`config.mk`:
```
export PLATFORM = sky130hd
export DESIGN_NAME = shared_mem_arbiter
export DESIGN_NICKNAME = d
export VERILOG_FILES = /design/src/rtl/shared_mem_arbiter.sv
export SDC_FILE = /design/constraint.sdc
export NUM_CORES = 1
export LEC_CHECK = 0
export ABC_AREA = 1
export CAP_MARGIN = 40
export CORE_AREA = 2 2 159 161
export CTS_CLUSTER_DIAMETER = 80
export CTS_CLUSTER_SIZE = 24
export DETAILED_ROUTE_END_ITERATION = 7
export DIE_AREA = 0 0 161 163
export PLACE_DENSITY_LB_ADDON = 0.12
export SETUP_SLACK_MARGIN = 0.1
export SLEW_MARGIN = 10
export SYNTH_ARGS = -nofsm -noshare
export SYNTH_HDL_FRONTEND = slang
export SYNTH_SLANG_ARGS = --single-unit
```
`constraint.sdc`:
```
create_clock -name clk -period 3.6 [get_ports clk]
set_input_delay 0.36 -clock clk [delete_from_list [all_inputs] [get_ports clk]]
set_output_delay 0.36 -clock clk [all_outputs]
set_load 0.005 [all_outputs]
```
`src/rtl/shared_mem_arbiter.sv`:
```
// -----------------------------------------------------------------------------
// shared_mem_arbiter
//   Arbitrates NUM_CORES single-cycle cores onto one shared memory port.
//   A core request is eligible only when it is word aligned and falls inside
//   the 128-byte window selected by BASE_ADDRESS (address bits 31:7). Grant is
//   combinational. Cores are served round-robin, and the lock input holds
//   ownership for read-modify-write sequences.
//
// Parameters
//   NUM_CORES     number of requesting cores (2..8)
//   BASE_ADDRESS  value compared against address bits 31:7
//
// Ports
//   clk, reset          clock, asynchronous active-high reset
//   req/we/lock         per-core request, write enable, hold-ownership
//   addr/wdata          per-core address and store data, 32 bits per core
//   grant/stall         per-core one-hot grant and freeze-PC indication
//   rdata               mem_rdata broadcast while a grant is active, else 0
//   mem_en/mem_we       shared memory port enable and write strobe
//   mem_addr/mem_wdata  shared memory port address and store data
//   mem_rdata           shared memory combinational read data
//   grant_count         per-core saturating granted-cycle counters (16 bits each)
//   conflict_count      saturating count of cycles with any stall
//
// Build option
//   SHARED_ARB_STATS_EN  adds grant_count / conflict_count and their counters
// -----------------------------------------------------------------------------
module shared_mem_arbiter #(
  parameter int unsigned NUM_CORES    = 4,
  parameter logic [24:0] BASE_ADDRESS = 25'd1
) (
  input  logic                     clk,
  input  logic                     reset,
  input  logic [NUM_CORES-1:0]     req,
  input  logic [NUM_CORES-1:0]     we,
  input  logic [NUM_CORES-1:0]     lock,
  input  logic [NUM_CORES*32-1:0]  addr,
  input  logic [NUM_CORES*32-1:0]  wdata,
  output logic [NUM_CORES-1:0]     grant,
  output logic [NUM_CORES-1:0]     stall,
  output logic [31:0]              rdata,
  output logic                     mem_en,
  output logic                     mem_we,
  output logic [31:0]              mem_addr,
  output logic [31:0]              mem_wdata,
`ifdef SHARED_ARB_STATS_EN
  output logic [NUM_CORES*16-1:0]  grant_count,
  output logic [15:0]              conflict_count,
`endif
  input  logic [31:0]              mem_rdata
);

  localparam int unsigned PW = $clog2(NUM_CORES);

  typedef enum logic {ARB, LOCKED} state_t;

  state_t               state_q, state_d;
  logic [PW-1:0]        ptr_q, ptr_d;
  logic [PW-1:0]        owner_q, owner_d;
  logic [NUM_CORES-1:0] elig;
  logic [NUM_CORES-1:0] grant_raw;
  logic [PW-1:0]        start;
  logic [PW-1:0]        cand;
  logic [PW-1:0]        sel;
  logic                 found;

  function automatic logic [PW-1:0] wrap_inc(input logic [PW-1:0] v);
    return (32'(v) == NUM_CORES - 1) ? '0 : v + 1'b1;
  endfunction

  always_comb begin
    elig = '0;
    for (int unsigned k = 0; k < NUM_CORES; k++) begin
      elig[k] = req[k]
             && (addr[32*k +: 2] == 2'b00)
             && (addr[32*k+7 +: 25] == BASE_ADDRESS);
    end
  end

  // When a locked owner stops presenting an eligible request, the cycle is
  // not wasted: the scan restarts at owner+1 immediately, which is also the
  // pointer value the block would have returned to ARB with.
  always_comb begin
    grant_raw = '0;
    state_d   = state_q;
    ptr_d     = ptr_q;
    owner_d   = owner_q;
    start     = ptr_q;
    cand      = '0;
    sel       = '0;
    found     = 1'b0;
    if (state_q == LOCKED && elig[owner_q]) begin
      grant_raw[owner_q] = 1'b1;
      if (!lock[owner_q]) begin
        state_d = ARB;
        ptr_d   = wrap_inc(owner_q);
      end
    end else begin
      start = (state_q == LOCKED) ? wrap_inc(owner_q) : ptr_q;
      cand  = start;
      for (int unsigned i = 0; i < NUM_CORES; i++) begin
        if (!found && elig[cand]) begin
          found = 1'b1;
          sel   = cand;
        end
        cand = wrap_inc(cand);
      end
      state_d = ARB;
      ptr_d   = start;
      if (found) begin
        grant_raw[sel] = 1'b1;
        if (lock[sel]) begin
          state_d = LOCKED;
          owner_d = sel;
        end else begin
          ptr_d = wrap_inc(sel);
        end
      end
    end
  end

  // Reset gates the combinational outputs so nothing is served while held.
  always_comb begin
    grant = reset ? '0 : grant_raw;
    stall = reset ? '0 : (elig & ~grant_raw);
  end

  always_comb begin
    mem_en    = |grant;
    mem_we    = 1'b0;
    mem_addr  = '0;
    mem_wdata = '0;
    for (int unsigned k = 0; k < NUM_CORES; k++) begin
      if (grant[k]) begin
        mem_we    = we[k];
        mem_addr  = addr[32*k +: 32];
        mem_wdata = wdata[32*k +: 32];
      end
    end
    rdata = mem_en ? mem_rdata : '0;
  end

  always_ff @(posedge clk or posedge reset) begin
    if (reset) begin
      state_q <= ARB;
      ptr_q   <= '0;
      owner_q <= '0;
    end else begin
      state_q <= state_d;
      ptr_q   <= ptr_d;
      owner_q <= owner_d;
    end
  end

`ifdef SHARED_ARB_STATS_EN
  logic [15:0] gcnt_q [NUM_CORES];
  logic [15:0] conflict_q;

  always_ff @(posedge clk or posedge reset) begin
    if (reset) begin
      for (int unsigned k = 0; k < NUM_CORES; k++) begin
        gcnt_q[k] <= '0;
      end
      conflict_q <= '0;
    end else begin
      for (int unsigned k = 0; k < NUM_CORES; k++) begin
        if (grant[k] && gcnt_q[k] != '1) begin
          gcnt_q[k] <= gcnt_q[k] + 1'b1;
        end
      end
      if (|stall && conflict_q != '1) begin
        conflict_q <= conflict_q + 1'b1;
      end
    end
  end

  always_comb begin
    grant_count = '0;
    for (int unsigned k = 0; k < NUM_CORES; k++) begin
      grant_count[16*k +: 16] = gcnt_q[k];
    end
    conflict_count = conflict_q;
  end
`endif

endmodule

```
==> results.sh <==
export IMPL_end_kind="primary output"
export IMPL_r2r_start="owner_q[0]"
export IMPL_ios=408
export IMPL_cts_root_buf="clkbuf_16"
export IMPL_slowest_delay_ns=0.51
export IMPL_cp_max_fo=4
export IMPL_std_cell_rows=58
export IMPL_most_common_layout_cells="buf_4, nand2_1, clkdlybuf4s50_1, dlygate4sd2_1, inv_1"
export IMPL_grt_overflow=0
export IMPL_hold_ws_ns=0.640
export IMPL_fin_crit_ns=4.12
export IMPL_grt_antenna_before_repair=10
export IMPL_setup_viol=103
export IMPL_final_hold_violation_count=0
export IMPL_ys_types=35
export IMPL_crit_type="in -> out"
export IMPL_worst_slew_pin_slew_ns=0.605
export IMPL_viasPerCell=4.44
export IMPL_synth_nets=1210
export IMPL_async_reset_ff_frac=1.00
export IMPL_grt_use_total=0.257
export IMPL_synth_flop_cell="dfrtp_1"
export IMPL_critPathRequiredTime_ns=3.24
export IMPL_start_kind="input pin"
export IMPL_final_core_utilization=0.547
export IMPL_critPathArrivalTime_ns=3.76
export IMPL_ys_seq_area_frac=0.0297
export IMPL_fin_ws_ns=-0.519
export IMPL_fin_crit_sh=1.14
export IMPL_first_global_vias=8410
export IMPL_drv_slew=0
export IMPL_routed_via_count=8758
export IMPL_drt_iter0_markers=442
export IMPL_die_area_sq_um=26200
export IMPL_drc=0
export IMPL_seq_area_sq_um=126
export IMPL_status="finished, violations left"
export IMPL_ant_nets=0
export IMPL_dpl_cell_area_sq_um=9440
export IMPL_crit_start="addr[94]"
export IMPL_placeableCoreArea_sq_um=24700
export IMPL_drive_gt1_frac=0.510
export IMPL_avgSynthCellArea_sq_um=4.68
export IMPL_place_gp_congestion=0.887
export IMPL_dieHeight_um=163
export IMPL_die_w_um=161
export IMPL_ctsHtreeMaxLevel=1
export IMPL_clock_latency_ns=0.23
export IMPL_final_cell_area_sq_um=13500
export IMPL_drt_pass1_iter_count=6
export IMPL_timing_fmax_ghz=0.243
export IMPL_violations="setup timing"
export IMPL_synth_edf_count=0
export IMPL_multi_input_area_sq_um=4820
export IMPL_holdBufCountCts=0
export IMPL_slew_headroom=0.596
export IMPL_routed_wl_um=37500
export IMPL_grt_pass1_wl_um=51500
export IMPL_ys_warn_count=0
export IMPL_clk_pin_slew_ns=0.03
export IMPL_cts_sinks=5
export IMPL_syn_to_final_growth_pct=220
export IMPL_port_buffers=407
export IMPL_place_hpwl_um=24500
export IMPL_nets=1943
export IMPL_wire_per_inst_um=19.0
export IMPL_rsz0062_at_grt="yes"
export IMPL_hold_class="in -> async"
export IMPL_n_fill_cell=2343
export IMPL_clk_path_buf_depth=2
export IMPL_grt_max_degree=35
export IMPL_initial_utilization=0.171
export IMPL_cts_tree="yes"
export IMPL_max_cap_violations=0
export IMPL_ys_ff_latch=5
export IMPL_cts_buffers=3
export IMPL_clock_skew_final_ns=0.000673
export IMPL_final_common_cell="buf_4"
export IMPL_synth_cells=900
export IMPL_syn_cell_area_sq_um=4210
export IMPL_slowest_stage="clkdlybuf4s50_1"
critical path, delay by kind of cell:
| family | cells | cell delay (ns) |
|---|---|---|
| buffers and inverters | 10 | 1.55 |
| and+or+nand+nor | 19 | 1.68 |
| adders and majority gates | 1 | 0.13 |
area by class of cell:
type                            instances  share of cell area
Antenna cell                           10             0.00186
Sequential cell                         5             0.00937
Tap cell                              330              0.0306
Multi-Input combinational cell        713               0.357
Clock buffer                            4             0.00585
Inverter                              137              0.0400
Timing Repair Buffer                  773               0.555
synthesized netlist by cell type, types with 7 or more instances:
cell type | instances | area [sq um]
nor2_1 | 98 | 368
nand2_2 | 7 | 43.8
clkbuf_1 | 15 | 56.3
o21ai_0 | 50 | 250
buf_6 | 9 | 101
or2_2 | 27 | 169
buf_2 | 14 | 70.1
ha_1 | 8 | 100
nor3_1 | 21 | 105
o22ai_1 | 11 | 68.8
nand3_1 | 111 | 556
or2_1 | 20 | 125
inv_1 | 129 | 484
nand2_1 | 328 | 1230
state kept, by name, summed over array words and instances, names as in the netlist:
signal and flops:
ptr_q 2, state_q 1, owner_q 2
worst paths after layout:
kind / endpoint / slack, ns / depth (start not counted)
setup / recovery: mem_addr[4] / -0.52 / 30
hold / removal: ptr_q[0] / 0.64 / 2
setup reg to reg: ptr_q[0] / 0.23 / 27
hold reg to reg: owner_q[1] / 0.64 / 3
max in group asynchronous: state_q / 2.53 / 2
min in group clk: owner_q[1] / 0.64 / 3
timing repair:
action,in CTS,in global routing
buffers inserted,199,53
pin swaps,126,143
endpoints found under the setup margin,106,111
resized for setup,657,373
cloned,19,3
logic make-up after synthesis:
group / count (synthesis) / synth area share
buf+inv: 182 / 0.191
simple gates: 630 / 0.654
xor+xnor: 1 / 0.00653
flops: 5 / 0.0297
compound gates: 74 / 0.0950
fa+ha+maj: 8 / 0.0238
stage by stage:
stage	instances	setup WS (ns)	TNS [ns]
final	1972	-0.519	-36.00
after global routing	1968	-0.669	-51.14
after CTS	1930	-0.428	-28.04
after global placement	1708	-0.767	-69.34
after floorplan	900	0.119	0
after detailed placement	1708	-0.831	-72.02
routing by layer:
layer	share of wire	track usage	wire, um	up-vias
met1	0.40	0.311	15000	4095
met5	0.00035	0	13	-
met3	0.061	0.0349	2280	57
li1	-	-	-	4254
met4	0.024	0.0442	884	2
met2	0.52	0.486	19300	350
Power is left out: the tool's default activity adds up to more than one toggle a clock period on the data nets, which glitch-free logic cannot reach.
